==> config.mk <==
export PLATFORM = sky130hd
export DESIGN_NAME = npc_trap_csr
export DESIGN_NICKNAME = d
export VERILOG_FILES = /design/src/rtl/npc_trap_csr.sv
export SDC_FILE = /design/constraint.sdc
export NUM_CORES = 1
export LEC_CHECK = 0
export CAP_MARGIN = 30
export CELL_PAD_IN_SITES_DETAIL_PLACEMENT = 1
export CELL_PAD_IN_SITES_GLOBAL_PLACEMENT = 2
export CORE_MARGIN = 3
export CORE_UTILIZATION = 30
export DETAILED_ROUTE_END_ITERATION = 10
export GPL_TIMING_DRIVEN = 0
export HOLD_SLACK_MARGIN = 0.08
export PLACE_DENSITY_LB_ADDON = 0.2
export SETUP_SLACK_MARGIN = 0.1
export SLEW_MARGIN = 20
export SYNTH_ARGS = -nofsm -noshare
export SYNTH_HDL_FRONTEND = slang
export SYNTH_SLANG_ARGS = --single-unit
export TNS_END_PERCENT = 5
==> constraint.sdc <==
create_clock -name clk -period 7.5 [get_ports clk]
set_input_delay 1.5 -clock clk [delete_from_list [all_inputs] [get_ports clk]]
set_output_delay 1.5 -clock clk [all_outputs]
set_load 0.05 [all_outputs]
==> src/rtl/npc_trap_csr.sv <==
// npc_trap_csr: machine-mode trap CSRs and the ecall/mret redirect.
// Holds mstatus/mtvec/mepc/mcause and steers fetch on trap entry and exit.
module npc_trap_csr #(
  parameter int          XLEN        = 32,
  parameter logic [31:0] ECALL_CAUSE = 32'd11,
  parameter logic [31:0] MSTATUS_RST = 32'h0000_1800
) (
  input  logic            clk,
  input  logic            rst,
  input  logic            inst_valid,
  input  logic [31:0]     inst,
  input  logic [XLEN-1:0] pc,
  input  logic            csr_we,
  input  logic [1:0]      csr_op,
  input  logic [11:0]     csr_addr,
  input  logic [XLEN-1:0] csr_wdata,
  output logic [XLEN-1:0] csr_rdata,
  output logic            busy,
  output logic            redirect_valid,
  output logic [XLEN-1:0] redirect_pc,
  input  logic            redirect_ready,
  output logic [31:0]     trap_count
);

  localparam logic [31:0] ECALL_INST = 32'h0000_0073;
  localparam logic [31:0] MRET_INST  = 32'h3020_0073;

  typedef enum logic {
    IDLE,
    REDIRECT
  } state_e;

  state_e state_q, state_d;

  logic            mie_q, mie_d;
  logic            mpie_q, mpie_d;
  logic [XLEN-1:2] mtvec_q, mtvec_d;
  logic [XLEN-1:2] mepc_q, mepc_d;
  logic [XLEN-1:0] mcause_q, mcause_d;
  logic [XLEN-1:0] target_q, target_d;
  logic [31:0]     cnt_q, cnt_d;

  logic            is_idle;
  logic            ecall;
  logic            mret;
  logic            csr_wr;
  logic            hit_mstatus;
  logic            hit_mtvec;
  logic            hit_mepc;
  logic            hit_mcause;
  logic [XLEN-1:0] mstatus_val;
  logic [XLEN-1:0] csr_new;
  logic            unused;

  assign unused = ^pc[1:0];

  assign is_idle = (state_q == IDLE);
  assign ecall   = inst_valid & is_idle & (inst == ECALL_INST);
  assign mret    = inst_valid & is_idle & (inst == MRET_INST);
  assign csr_wr  = csr_we & is_idle & ~ecall & ~mret
                 & (csr_op != 2'b11);

  assign hit_mstatus = (csr_addr == 12'h300);
  assign hit_mtvec   = (csr_addr == 12'h305);
  assign hit_mepc    = (csr_addr == 12'h341);
  assign hit_mcause  = (csr_addr == 12'h342);

  // MPP is hardwired to M-mode; only MIE and MPIE hold state
  always_comb begin
    mstatus_val        = '0;
    mstatus_val[12:11] = 2'b11;
    mstatus_val[7]     = mpie_q;
    mstatus_val[3]     = mie_q;
  end

  always_comb begin
    csr_rdata = '0;
    unique case (1'b1)
      hit_mstatus: csr_rdata = mstatus_val;
      hit_mtvec:   csr_rdata = {mtvec_q, 2'b00};
      hit_mepc:    csr_rdata = {mepc_q, 2'b00};
      hit_mcause:  csr_rdata = mcause_q;
      default:     csr_rdata = '0;
    endcase
  end

  always_comb begin
    csr_new = csr_rdata;
    unique case (csr_op)
      2'b00:   csr_new = csr_wdata;
      2'b01:   csr_new = csr_rdata | csr_wdata;
      2'b10:   csr_new = csr_rdata & ~csr_wdata;
      default: csr_new = csr_rdata;
    endcase
  end

  always_comb begin
    mie_d    = mie_q;
    mpie_d   = mpie_q;
    mtvec_d  = mtvec_q;
    mepc_d   = mepc_q;
    mcause_d = mcause_q;
    target_d = target_q;
    cnt_d    = cnt_q;
    unique case (1'b1)
      ecall: begin
        mepc_d   = pc[XLEN-1:2];
        mcause_d = XLEN'(ECALL_CAUSE);
        mpie_d   = mie_q;
        mie_d    = 1'b0;
        target_d = {mtvec_q, 2'b00};
        cnt_d    = cnt_q + 32'd1;
      end
      mret: begin
        mie_d    = mpie_q;
        mpie_d   = 1'b1;
        target_d = {mepc_q, 2'b00};
      end
      csr_wr: begin
        if (hit_mstatus) begin
          mie_d  = csr_new[3];
          mpie_d = csr_new[7];
        end
        if (hit_mtvec)  mtvec_d  = csr_new[XLEN-1:2];
        if (hit_mepc)   mepc_d   = csr_new[XLEN-1:2];
        if (hit_mcause) mcause_d = csr_new;
      end
      default: ;
    endcase
  end

  always_comb begin
    state_d = state_q;
    unique case (state_q)
      IDLE:     if (ecall | mret)  state_d = REDIRECT;
      REDIRECT: if (redirect_ready) state_d = IDLE;
      default:  state_d = IDLE;
    endcase
  end

  always_comb begin
    redirect_valid = (state_q == REDIRECT);
    busy           = (state_q == REDIRECT);
    redirect_pc    = target_q;
    trap_count     = cnt_q;
  end

  always_ff @(posedge clk or posedge rst) begin
    if (rst) begin
      state_q  <= IDLE;
      mie_q    <= MSTATUS_RST[3];
      mpie_q   <= MSTATUS_RST[7];
      mtvec_q  <= '0;
      mepc_q   <= '0;
      mcause_q <= '0;
      target_q <= '0;
      cnt_q    <= '0;
    end else begin
      state_q  <= state_d;
      mie_q    <= mie_d;
      mpie_q   <= mpie_d;
      mtvec_q  <= mtvec_d;
      mepc_q   <= mepc_d;
      mcause_q <= mcause_d;
      target_q <= target_d;
      cnt_q    <= cnt_d;
    end
  end

endmodule

# Word-level counts from Yosys, hierarchy flattened
# Cells that the tools add are included.
# classes
addsub,1
eq_ne,12
mux,14
bitwise_logic,14
n_reduce_logical,8
# ops
op,n
$pmux 32 s2,2
$pmux 32 s4,1
$pmux 32 s3,1
$pmux 30 s2,1
$eq 12x10->1 const B,4
$add 32x1->32 const B,1
$and 32x32->32,1
$eq 32x30->1 const B,1
$eq 32x7->1 const B,1
$mux 32,1
$not 32->32,1
$or 32x32->32,1
$mux 30,1
$reduce_and 2->1,4
$and 1x1->1,7
$ne 2x1->1 const B,3
$pmux 1 s3,2
$mux 1,4
$reduce_bool 2->1,2
$not 1->1,3
$reduce_bool 3->1,1
$eq 2x1->1 const B,1
$eq 2x2->1 const B,1
$logic_not 2->1,1
other kinds (3),3
# totals
ff_bits,159
inputBits,115
out_inout_bits,98
elab_cells,57

# Depth between registers and ports, before layout
# Gate-level depths: netlist (run 1).
# depth
ltp_word,9
depth_mapped,10
mapped_depth_nobuf,6

# Worst setup path after synthesis (run 1)
# Ideal clock, no wire load.
# synth_timing
path_type,input port to output port
from,in csr_addr[1]
to,out csr_rdata[10]
arrival_time_ns,3.949
required_time_ns,6.000
path_slack_ns,2.051
stages,6
path_buffers,4
path_cell_list,clkbuf_1 > or3b_2 > clkbuf_1 > clkbuf_1 > clkbuf_1 > o31ai_1
# synth_between
elab_chain_cells,2
elab_cells_between_ends,5
cone_classes,eq/ne: 4; mux: 1
# synth_lines
item,line_no,rtl
from (decl),15,"input logic [11:0] csr_addr,"
"$eq 12x10->1, on equally long branches",-,
$pmux 32 s4 (*),78,unique case (1'b1)
to (decl),17,"output logic [XLEN-1:0] csr_rdata,"
# Mark *: on every way between the ends. The rest lies on a longest branch, timed or not.

# Worst setup path in the final report (run 1)
# layout_timing
from,in csr_addr[3]
to,out csr_rdata[20]
# The elaborated chain is that of the path after synthesis.

==> results.cfg, run 1 <==
[synth]
synth_common_cells = 157 x dfrtp_1, 130 x nand2_1, 71 x a21oi_1, 64 x o21ai_0, 60 x clkbuf_1
yosys_register_bits = 157
synth.most_common_cell = dfrtp_1
yosysUniqueCellTypes = 49
syn_area_um2 = 8530
syn_inst = 922
ys_warn_count = 0
synth_top_cell_area_share_pct = 46.1
yosys-top-cells-area = dfrtp_1 46%, mux2i_1 6.9%, nand2_1 5.7%, a21oi_1 4.2%, mux2_2 4.0%
avgSynthCellArea_um2 = 9.25
synth_edf_count = 0
ys_seq_area_share_pct = 46.1
yosys.area.top_type = dfrtp_1
synth_flop_cell = dfrtp_1
ys_async_sr_fraction_pct = 100

[flow_run]
maxCapViolCount = 0

[final_layout]
synthToLayoutAreaGrowth_pct = 37.4
n_antenna_cell = 0
drive_gt1_share_pct = 7.31
final_area_um2 = 11700
nets = 1266

[clocking]
post_cts_buffers = 0
cts_tree = built
numCtsBuffers = 17
cts_hold_buf = 0
clkSinkCount = 157
ctsResizeCount = 0
clockBufferDepth = 2
clk_pin_slew_ns = 0.07
cts_root_buf = clkbuf_16
clk-insertion-delay-late_ns = 0.43
htree_levels = 4

[setup_path]
critical_path_arrival_ns = 5.48
endpoint_kind = output port
cp.required_ns = 6.00
worstSetupPathType = input port to output port
path_max_fanout = 10
start_kind = input port

[detailed_routing]
vias = 7992
drc = 0
drt_wl_total_um = 33400
via_per_inst = 5.19
wl_per_cell_um = 21.7
antenna_left = 0
dr.first_iter.drc_count = 490
drt_pass1_iterations = 5

[floorplan]
die_area_um2 = 30500
num_rows = 61
core_um2 = 27900
initial_core_util_pct = 30.5
dieHeight_um = 175
ioPinCount = 213
die_x_um = 175

[sta]
hold_ws_ns = 0.483
final.period_utilization_pct = 93.0
fin_skew_ns = 0.00976
finalHoldViolations = 0
worst_slew_pin_slew_ns = 0.892
setup_viol = 0
rsz0062_at_grt = no
fmax_ghz = 0.143
fin_tns_setup_ns = 0
slew_violations = 0
fin_crit_ns = 6.98
setup_ws_ns = 0.522
relSlewSlack_pct = 40.0

[global_routing]
antenna_found_initial = 0
grt_start_max_net_pins = 80
overflow = 0
grt_use_total_pct = 21.8
grt_pass1_wl_um = 51300
grt_pass1_vias = 8555

[placed_design]
place_area_um2 = 11100
port_buffers = 206
pre_cts_ws_ns = 0.570
gp_congestion = 0.840
hpwl_um = 24300

[pwr]
p_total_mw = 1.96
p_leak_nw = 4.78
cellPowerDensity_nw_per_um2 = 167
vdd_drop_max_mv = 0.167

[outcome]
status = finished, final reports clean

[worst_hold_path]
hold_path.class = register to register
## area by class of cell
class	count	area [um^2]
clock buffer	20	447
tap	378	473
buffer	76	310
clock inverter	12	160
inverter	42	165
multi-input combinational	648	4140
fill	3233	16200
timing repair buffer	208	2090
sequential	157	3930
## power breakdown
group	internal, mW	switching, mW	total [mW]
Clock	0.537	0.388	0.924
Combinational	0.0833	0.102	0.185
Sequential	0.847	0.000784	0.848
Total	1.47	0.490	1.96
## layer usage
metal	track usage [%]	part of all wire, %	up-vias
met5	0	0	-
met4	5.75	2.0	0
met3	3.74	4.5	36
li1	-	-	3726
met1	29.3	45	3995
met2	36.6	48	235
## registers in the layout, summed over array words and instances (netlist names)
name / cells
mepc_q: 30
mpie_q: 1
trap_count: 32
mie_q: 1
mcause_q: 32
redirect_pc: 30
busy: 1
mtvec_q: 30
## placed cells by master (no fill, tap or decap), types with 3 or more instances in the layout
cell / synthesis / final
xnor2_1: 18 / 18
nand2_1: 130 / 130
clkbuf_1: 60 / 62
nor2_1: 52 / 52
nor2b_1: 3 / 3
nand3_1: 20 / 20
o22ai_1: 3 / 3
xor2_1: 15 / 15
or3_1: 5 / 5
a21oi_1: 71 / 71
mux2i_1: 59 / 59
nor4_1: 6 / 5
inv_1: 42 / 41
nand4_1: 9 / 9
bufinv_16: 0 / 3
clkinvlp_4: 0 / 4
a2bb2oi_1: 26 / 26
a22oi_1: 27 / 27
and3_1: 9 / 9
o31ai_1: 27 / 27
and2_1: 7 / 7
inv_6: 0 / 3
clkdlybuf4s50_1: 0 / 206
nand3b_1: 6 / 6
clkbuf_16: 0 / 17
o32ai_1: 26 / 26
buf_2: 11 / 11
nor3_1: 7 / 7
dfrtp_1: 157 / 157
o21ai_0: 64 / 64
mux2_2: 30 / 30
buf_4: 3 / 3
## per-stage QoR
step / utilization, % / instances
after floorplan: - / 923
after global placement: 39.6 / 1507
after detailed placement: 39.8 / 1508
after CTS: 41.9 / 1540
after global routing: 42.0 / 1541
final: 42.0 / 1541
## logic make-up (layout without fill, tap and decap cells)
family | count (synthesis) | count (layout) | synth area share, %
other | 1 | 2 | 0.0440
xor gates and xnor gates | 33 | 33 | 3.39
buffers and inverters | 118 | 358 | 5.49
muxes | 89 | 89 | 10.9
DFF | 157 | 157 | 46.1
adders and majority gates | 1 | 1 | 0.147
and+or+nand+nor | 271 | 271 | 14.9
AOI/OAI and AO/OA | 252 | 252 | 19.0
## final timing paths
kind | end | cells after the start | start | slack (ns)
setup / recovery | csr_rdata[20] | 10 | csr_addr[3] | 0.52
hold / removal | trap_count[29] | 1 | trap_count[29] | 0.48
min in group asynchronous | trap_count[3] | 2 | rst | 1.52
max in group asynchronous | mcause_q[2] | 3 | rst | 5.16
setup reg to reg | mepc_q[10] | 7 | busy | 4.09
hold reg to reg | trap_count[29] | 1 | trap_count[29] | 0.48
## worst max-delay path: stages
cell             delay [ns]
clkdlybuf4s50_1        0.53
nor3_1                 0.39
and2_1                 0.18
clkbuf_1               0.50
and2_1                 0.21
clkbuf_1               0.48
clkbuf_1               0.51
nand2_1                0.12
o31ai_1                0.15
clkdlybuf4s50_1        0.90
Power figures use the tool's default switching activity.
==> inputs of run 2 (changes only) <==
--- a/config.mk
+++ b/config.mk
@@ -8,6 +8,7 @@
 export CAP_MARGIN = 30
 export CELL_PAD_IN_SITES_DETAIL_PLACEMENT = 1
 export CELL_PAD_IN_SITES_GLOBAL_PLACEMENT = 2
+export CORE_ASPECT_RATIO = 0.75
 export CORE_MARGIN = 3
 export CORE_UTILIZATION = 30
 export DETAILED_ROUTE_END_ITERATION = 10
==> results.cfg, run 2 (same netlist as run 1, synthesis figures left out) <==
[clocking]
htree_levels = 4
clkSinkCount = 157
clk_pin_slew_ns = 0.06
cts_hold_buf = 0
cts_root_buf = clkbuf_16
numCtsBuffers = 17
clk-insertion-delay-late_ns = 0.45
cts_tree = built
ctsResizeCount = 0
post_cts_buffers = 0
clockBufferDepth = 2

[outcome]
status = finished, final reports clean

[global_routing]
grt_use_total_pct = 22.6
antenna_found_initial = 0
grt_pass1_wl_um = 53400
grt_pass1_vias = 8420
overflow = 0
grt_start_max_net_pins = 98

[setup_path]
path_cells = clkdlybuf4s50_1 -> nor3_1 -> and2_1 -> clkbuf_1 -> and2_1 -> clkbuf_1 -> clkbuf_1 -> nand2_1 -> o31ai_1 -> clkdlybuf4s50_1
ff2ff_path_depth = 7
crit_family = buffers and inverters
path_common_cell = clkbuf_1
start_kind = input port
cp.required_ns = 6.00
path_max_fanout = 10
critPathMaxStageDelay_ns = 0.88
cp.depth = 10
r2r_start = busy
worstSetupPathType = input port to output port
reg2reg_to = mepc_q[22]
cp_slowest_cell = clkdlybuf4s50_1
critical_path_arrival_ns = 5.53
reg2reg_slack_ns = 4.11
path_buf_inv = 5
endpoint_kind = output port

[final_layout]
regArea_um2 = 3930
final_common_cell = clkdlybuf4s50_1
num-fill-cells = 3185
instances_no_fill = 1541
final_cell_mix = 206 x clkdlybuf4s50_1, 157 x dfrtp_1, 130 x nand2_1, 71 x a21oi_1, 64 x o21ai_0
final_util_pct = 42.6
multiInputGateArea_um2 = 4140
drive_gt1_share_pct = 7.48
nets = 1266
n_antenna_cell = 0
synthToLayoutAreaGrowth_pct = 37.2
final_area_um2 = 11700

[detailed_routing]
drc = 0
drt_wl_total_um = 34800
wl_per_cell_um = 22.6
drt_pass1_iterations = 5
via_per_inst = 5.20
dr.first_iter.drc_count = 463
antenna_left = 0
vias = 8018

[placed_design]
place_area_um2 = 11100
port_buffers = 206
dp.cells = 1508
hpwl_um = 25200
gp_congestion = 0.835

[pwr]
vdd_drop_max_mv = 0.137
cellPowerDensity_nw_per_um2 = 164
p_leak_nw = 4.78
p_total_mw = 1.91

[worst_hold_path]
holdPathEnd = trap_count[31]
min_from = trap_count[31]
hold_path.class = register to register
whs_path_depth = 1

[floorplan]
die_area_um2 = 30500
die_x_um = 201
num_rows = 52
core_um2 = 27500
ioPinCount = 213
initial_core_util_pct = 31.1
dieHeight_um = 152

[flow_run]
maxCapViolCount = 0

[sta]
slew_violations = 0
rsz0062_at_grt = no
finalHoldViolations = 0
relSlewSlack_pct = 35.6
fin_skew_ns = 0.0153
worst_slew_pin_slew_ns = 0.957
fmax_ghz = 0.142
final.period_utilization_pct = 93.8
setup_viol = 0
fin_crit_ns = 7.03
-- run 2: worst max path at each step --
stage	from	to	slack (ns)
after floorplan	rst	busy	1.77
after global placement	rst	trap_count[21]	-1.00
after detailed placement	csr_addr[2]	csr_rdata[4]	0.55
after CTS	csr_addr[3]	csr_rdata[16]	0.53
after global routing	csr_addr[0]	csr_rdata[4]	0.26
final	csr_addr[0]	csr_rdata[17]	0.47
-- run 2: final cells by class --
cell class / instances / area share [%]
plain buffers: 76 / 2.65
well taps: 378 / 4.04
repair buffers: 208 / 17.9
flip-flops and latches: 157 / 33.6
multi-input cells: 648 / 35.4
inverters: 42 / 1.41
clock inverters: 13 / 1.12
clock buffers: 19 / 3.87
-- run 2: routing by layer --
metal  share of wire, %  GRT usage (%)  vias up
li1                   -              -     3723
met1                 50           33.9     4035
met2                 44           33.6      236
met3                4.9           4.60       24
met4                1.2           5.12        0
met5                  0              0        -
-- run 2: through the flow --
stage / TNS (ns) / hold WS (ns) / setup slack (ns)
2_1_floorplan: 0 / 0.448 / 1.77
3_3_place_gp: -155.02 / 0.464 / -1.00
3_5_place_dp: 0 / 0.463 / 0.545
4_1_cts: 0 / 0.474 / 0.530
5_1_grt: 0 / 0.512 / 0.264
6_report: 0 / 0.468 / 0.468
-- run 2: report_power, final --
group	leakage [nW]	internal (mW)	switching (mW)
clock	0.277	0.481	0.399
combinational	2.33	0.0833	0.102
sequential	2.17	0.847	0.000808
total	4.78	1.41	0.502
-- run 2: worst reg2reg max path, cell delays in order (launching register included) --
cell and delay, ns:
dfrtp_1 0.42, nor4b_1 0.31, nand4_1 0.30, or4b_1 0.54, clkbuf_1 0.22, a21oi_1 0.56
clkbuf_1 0.64, o21ai_0 0.25
